`src/rtl/gpr_pkg.sv`:
```
// Shared types and default widths for the GPR writeback arbiter slice.
package gpr_pkg;

    localparam int unsigned GPR_ADDR_W = 5;
    localparam int unsigned GPR_DATA_W = 64;

    typedef enum logic {
        SRC_EXU = 1'b0,
        SRC_LSU = 1'b1
    } wb_src_e;

    typedef struct packed {
        logic                  valid;
        logic [GPR_ADDR_W-1:0] rd;
        logic [GPR_DATA_W-1:0] data;
    } wb_req_t;

endpackage

```
`src/rtl/gpr_wb_arbiter_scoreboard.sv`:
```
// Load-in-flight scoreboard: busy vector with set/clear and index lookups.
module gpr_scoreboard
    import gpr_pkg::*;
#(
    parameter int unsigned ADDR_WIDTH = GPR_ADDR_W
) (
    input  logic                  clk,
    input  logic                  rst_n,
    input  logic                  set_en,
    input  logic [ADDR_WIDTH-1:0] set_idx,
    input  logic                  clr_en,
    input  logic [ADDR_WIDTH-1:0] clr_idx,
    input  logic [ADDR_WIDTH-1:0] rs1,
    input  logic [ADDR_WIDTH-1:0] rs2,
    input  logic [ADDR_WIDTH-1:0] rsx,
    output logic                  busy1,
    output logic                  busy2,
    output logic                  busyx
);

    logic [(1<<ADDR_WIDTH)-1:0] r_busy;

    // Set is applied after clear so a same-index collision leaves the bit set.
    always_ff @(posedge clk or negedge rst_n) begin
        if (!rst_n) begin
            r_busy <= '0;
        end else begin
            if (clr_en)
                r_busy[clr_idx] <= 1'b0;
            if (set_en && (set_idx != '0))
                r_busy[set_idx] <= 1'b1;
        end
    end

    always_comb begin
        busy1 = r_busy[rs1] && (rs1 != '0);
        busy2 = r_busy[rs2] && (rs2 != '0);
        busyx = r_busy[rsx] && (rsx != '0);
    end

endmodule

```
`src/rtl/gpr_wb_arbiter.sv`:
```
// GPR write-port arbiter (EXU vs LSU, round-robin) with load scoreboard.
// Optional write-stage forwarding to decode: define GPR_WB_FORWARD_EN.
module gpr_wb_arbiter
    import gpr_pkg::*;
#(
    parameter int unsigned ADDR_WIDTH = GPR_ADDR_W,
    parameter int unsigned DATA_WIDTH = GPR_DATA_W
) (
    input  logic                  clk,
    input  logic                  rst_n,
    input  logic                  exu_valid,
    output logic                  exu_ready,
    input  logic [ADDR_WIDTH-1:0] exu_rd,
    input  logic [DATA_WIDTH-1:0] exu_data,
    input  logic                  lsu_issue,
    input  logic [ADDR_WIDTH-1:0] lsu_issue_rd,
    input  logic                  lsu_valid,
    output logic                  lsu_ready,
    input  logic [ADDR_WIDTH-1:0] lsu_rd,
    input  logic [DATA_WIDTH-1:0] lsu_data,
    output logic                  rf_wen,
    output logic [ADDR_WIDTH-1:0] rf_rd,
    output logic [DATA_WIDTH-1:0] rf_dataD,
    input  logic [ADDR_WIDTH-1:0] id_rs1,
    input  logic [ADDR_WIDTH-1:0] id_rs2,
    input  logic [DATA_WIDTH-1:0] rf_data1,
    input  logic [DATA_WIDTH-1:0] rf_data2,
    output logic [DATA_WIDTH-1:0] id_data1,
    output logic [DATA_WIDTH-1:0] id_data2,
    output logic                  id_stall
);

    logic                  r_wen;
    logic [ADDR_WIDTH-1:0] r_rd;
    logic [DATA_WIDTH-1:0] r_data;
    wb_src_e               r_src;
    wb_src_e               r_last;

    logic w_busy1, w_busy2, w_busy_exu;
    logic w_exu_req, w_grant_exu, w_grant_lsu;
    logic w_fwd_hazard;

    gpr_scoreboard #(.ADDR_WIDTH(ADDR_WIDTH)) u_sb (
        .clk     (clk),
        .rst_n   (rst_n),
        .set_en  (lsu_issue),
        .set_idx (lsu_issue_rd),
        .clr_en  (r_wen && (r_src == SRC_LSU)),
        .clr_idx (r_rd),
        .rs1     (id_rs1),
        .rs2     (id_rs2),
        .rsx     (exu_rd),
        .busy1   (w_busy1),
        .busy2   (w_busy2),
        .busyx   (w_busy_exu)
    );

    // EXU waits behind an outstanding load to the same rd to keep WAW order.
    assign w_exu_req = exu_valid && !w_busy_exu;

    always_comb begin
        w_grant_exu = 1'b0;
        w_grant_lsu = 1'b0;
        if (w_exu_req && lsu_valid) begin
            if (r_last == SRC_EXU)
                w_grant_lsu = 1'b1;
            else
                w_grant_exu = 1'b1;
        end else begin
            w_grant_exu = w_exu_req;
            w_grant_lsu = lsu_valid;
        end
    end

    assign exu_ready = w_grant_exu;
    assign lsu_ready = w_grant_lsu;

    always_ff @(posedge clk or negedge rst_n) begin
        if (!rst_n) begin
            r_wen  <= 1'b0;
            r_rd   <= '0;
            r_data <= '0;
            r_src  <= SRC_EXU;
            r_last <= SRC_EXU;
        end else begin
            r_wen <= 1'b0;
            if (w_grant_lsu) begin
                r_wen  <= (lsu_rd != '0);
                r_rd   <= lsu_rd;
                r_data <= lsu_data;
                r_src  <= SRC_LSU;
                r_last <= SRC_LSU;
            end else if (w_grant_exu) begin
                r_wen  <= (exu_rd != '0);
                r_rd   <= exu_rd;
                r_data <= exu_data;
                r_src  <= SRC_EXU;
                r_last <= SRC_EXU;
            end
        end
    end

    assign rf_wen   = r_wen;
    assign rf_rd    = r_rd;
    assign rf_dataD = r_data;

`ifdef GPR_WB_FORWARD_EN
    always_comb begin
        w_fwd_hazard = 1'b0;
        id_data1 = (r_wen && (r_rd == id_rs1) && (id_rs1 != '0)) ? r_data : rf_data1;
        id_data2 = (r_wen && (r_rd == id_rs2) && (id_rs2 != '0)) ? r_data : rf_data2;
    end
`else
    always_comb begin
        id_data1 = rf_data1;
        id_data2 = rf_data2;
        w_fwd_hazard = r_wen && (((r_rd == id_rs1) && (id_rs1 != '0)) ||
                                 ((r_rd == id_rs2) && (id_rs2 != '0)));
    end
`endif

    assign id_stall = w_busy1 || w_busy2 || w_fwd_hazard;

endmodule

```
`config.mk`:
```
export PLATFORM = sky130hd
export DESIGN_NAME = gpr_wb_arbiter
export DESIGN_NICKNAME = d
export VERILOG_FILES = /design/src/rtl/gpr_pkg.sv /design/src/rtl/gpr_wb_arbiter_scoreboard.sv /design/src/rtl/gpr_wb_arbiter.sv
export SDC_FILE = /design/constraint.sdc
export NUM_CORES = 1
export LEC_CHECK = 0
export CORE_AREA = 5 5 186 188
export DETAILED_ROUTE_END_ITERATION = 8
export DIE_AREA = 0 0 191 193
export RECOVER_POWER = 25
export SKIP_LAST_GASP = 1
export SLEW_MARGIN = 20
export SYNTH_ARGS = -nofsm -noshare
export SYNTH_HDL_FRONTEND = slang
export SYNTH_SLANG_ARGS = --single-unit
```
`constraint.sdc`:
```
create_clock -name clk -period 6.4 [get_ports clk]
set_clock_uncertainty 0.15 [all_clocks]
set_input_delay 0.64 -clock clk [delete_from_list [all_inputs] [get_ports clk]]
set_output_delay 0.64 -clock clk [all_outputs]
set_load 0.02 [all_outputs]
```
==> results.ini <==
[placed_design]
dp_cells = 1251
io_buffers = 230
dp_slack_ns = 1.79
place.gp.congestion = 0.859
hpwl_um = 18000

[global_route]
grt_usage_pct = 13.2
grt-ovfl-total = 0
first_global_vias = 6459
antenna_found_initial = 2
grt_pass1_wl_um = 37900
grt_max_degree = 71

[route]
route.vias.total = 6259
routedWlPerCell_um = 20.0
ant_nets = 0
first_pass_iters = 5
initialDrtViolationCount = 307
vias_per_cell = 4.94
drcViolationCount = 0
drt_wl_total_um = 25300

[floorplanning]
die_y_um = 193
start_util_pct = 22.6
core_area_sq_um = 32900
ios = 487
die_w_um = 191
num_rows = 67
dieArea_sq_um = 36900

[final_layout]
layout_commonest_cell = clkdlybuf4s50_1
layout_common_cells = clkdlybuf4s50_1 (228), dfrtp_1 (103), mux2i_1 (86)
final_nets = 1100
drive_gt1_share_pct = 9.16
diodes = 0
fin_cells = 1267
syn2layout_area_growth_pct = 27.2

[pwr]
p_leak_nw = 3.77
p_per_area_nw_per_um2 = 387
total_power_w = 0.00367
vdd_drop_max_mv = 0.171

[synthesis]
yosysTopAreaCell = dfrtp_1
yosys_warnings = 0
synth_area_leaders = dfrtp_1 (35%), buf_4 (13%), mux2i_1 (12%)
yosysSeqAreaShare_pct = 34.6
syn_avg_cell_area_sq_um = 9.97
ys.flop_type = dfrtp_1
ys_types = 40
netlist_instances = 747
syn_area_sq_um = 7450
synthArstFlopShare_pct = 100
synth_seq_cells = 103
synth_edf_count = 0
synth_top_area_share_pct = 34.6
syn-num-nets = 1033

[timing]
slew-limit-headroom_pct = -61.1
hold_ws_ns = 0.391
min_period_ns = 4.62
finalSetupViolCount = 0
final_max_slew_viol_count = 40
hold_viol_final = 0
worst_pin_slew_ns = 2.42
fmax_mhz = 217
worst_slack_ns = 1.78
fin_tns_setup_ns = 0
timing.final.crit_share_pct = 72.1
grt_setup_unrepaired = false

[worst_setup_path]
required_ns = 5.61
critical_path.max_fanout = 15
path_class = input port to output pin
cp-end-kind = output pin
cp_data_arrival_time_ns = 3.83
cp-start-kind = input port

[clock_tree]
clk_latency_ns = 0.37
cts_buffer_depth = 2
clkSinkCount = 103
cts_root_buffer = clkbuf_16
cts_tree = yes
cts_resized = 0
postCtsSetupRepairBufs = 0
clkTransAtPathRegs_ns = 0.07
ctsHtreeMaxLevel = 3
cts_inserted_buffers = 9
holdBufCountCts = 0

[run_status]
run_status = finished, violations left
violations = capacitance limit, slew limit

[hold_path]
hold_path_class = flop to flop

[flow_run]
maxCapViolations = 1

-- synth_stat cells, drive strengths merged, types with 3 or more instances --
cell / number
nand3: 6
mux4: 23
o22ai: 68
or3b: 4
xnor2: 7
nand4: 4
or3: 4
nor2: 14
nand3b: 8
a31oi: 3
o21ai: 67
mux2i: 86
a221oi: 69
dfrtp: 103
clkbuf: 31
nand2: 11
buf: 148
inv: 69
-- metal layers --
layer	global-route usage [%]	part of all wire [%]	vias to the layer above
met3	4.47	8.5	71
met4	5.91	3.0	4
li1	-	-	2786
met2	20.5	47	292
met1	16.6	41	3106
met5	0	0.13	-
-- path summary, 6_finish.rpt --
kind	startpoint	endpoint	slack, ns	cells past startpoint
min reg2reg	u_sb.r_busy[0]$_DFF_PN0_	u_sb.r_busy[0]$_DFF_PN0_	0.39	1
max	exu_rd[0]	lsu_ready	1.78	7
max reg2reg	u_sb.r_busy[15]$_DFF_PN0_	rf_dataD[42]$_DFFE_PN0P_	3.37	5
max in group asynchronous	rst_n	rf_dataD[42]$_DFFE_PN0P_	3.27	2
min	u_sb.r_busy[0]$_DFF_PN0_	u_sb.r_busy[0]$_DFF_PN0_	0.39	1
min in group asynchronous	rst_n	u_sb.r_busy[26]$_DFF_PN0_	0.85	1
-- metrics by stage --
step | utilization (%) | cell area, sq um
after global routing | 28.8 | 9470
after global placement | 27.8 | 9150
final | 28.8 | 9470
after detailed placement | 27.8 | 9150
after floorplan | - | 7450
after CTS | 28.8 | 9480
-- where the power goes --
group | leakage (nW) | switching (W) | internal (W) | total, W
Clock | 0.160 | 0.000282 | 0.000333 | 0.000615
Combinational | 2.41 | 0.000892 | 0.000880 | 0.00177
Sequential | 1.19 | 0.000329 | 0.000951 | 0.00128
Total | 3.77 | 0.00150 | 0.00216 | 0.00367
-- worst max-delay path, cell delays in order --
cell             delay, ns
clkdlybuf4s50_1       1.01
mux2i_1               0.17
mux4_2                0.51
a22oi_1               0.43
a31oi_1               0.21
nor2_1                0.13
clkdlybuf4s50_1       0.70
-- layout make-up --
| class | instances | area [sq um] |
|---|---|---|
| Fill cell | 3451 | 23500 |
| Multi-Input combinational cell | 396 | 3420 |
| Sequential cell | 103 | 2580 |
| Timing Repair Buffer | 235 | 2330 |
| Tap cell | 448 | 561 |
| Inverter | 69 | 259 |
| Clock buffer | 11 | 253 |
| Clock inverter | 5 | 72.6 |
-- cells by family after synthesis --
kind of cell    synth area share [%]
mux                             18.7
compound gates                  21.6
buf+inv                         19.7
xor+xnor                        1.06
flops                           34.6
simple gates                    4.35
-- state kept, by name, indices dropped and copies added (netlist names) --
signal	count
r_last	1
rf_dataD	64
rf_rd	5
rf_wen	1
u_sb.r_busy	32
No activity file was read; power rests on OpenSTA's default activity.
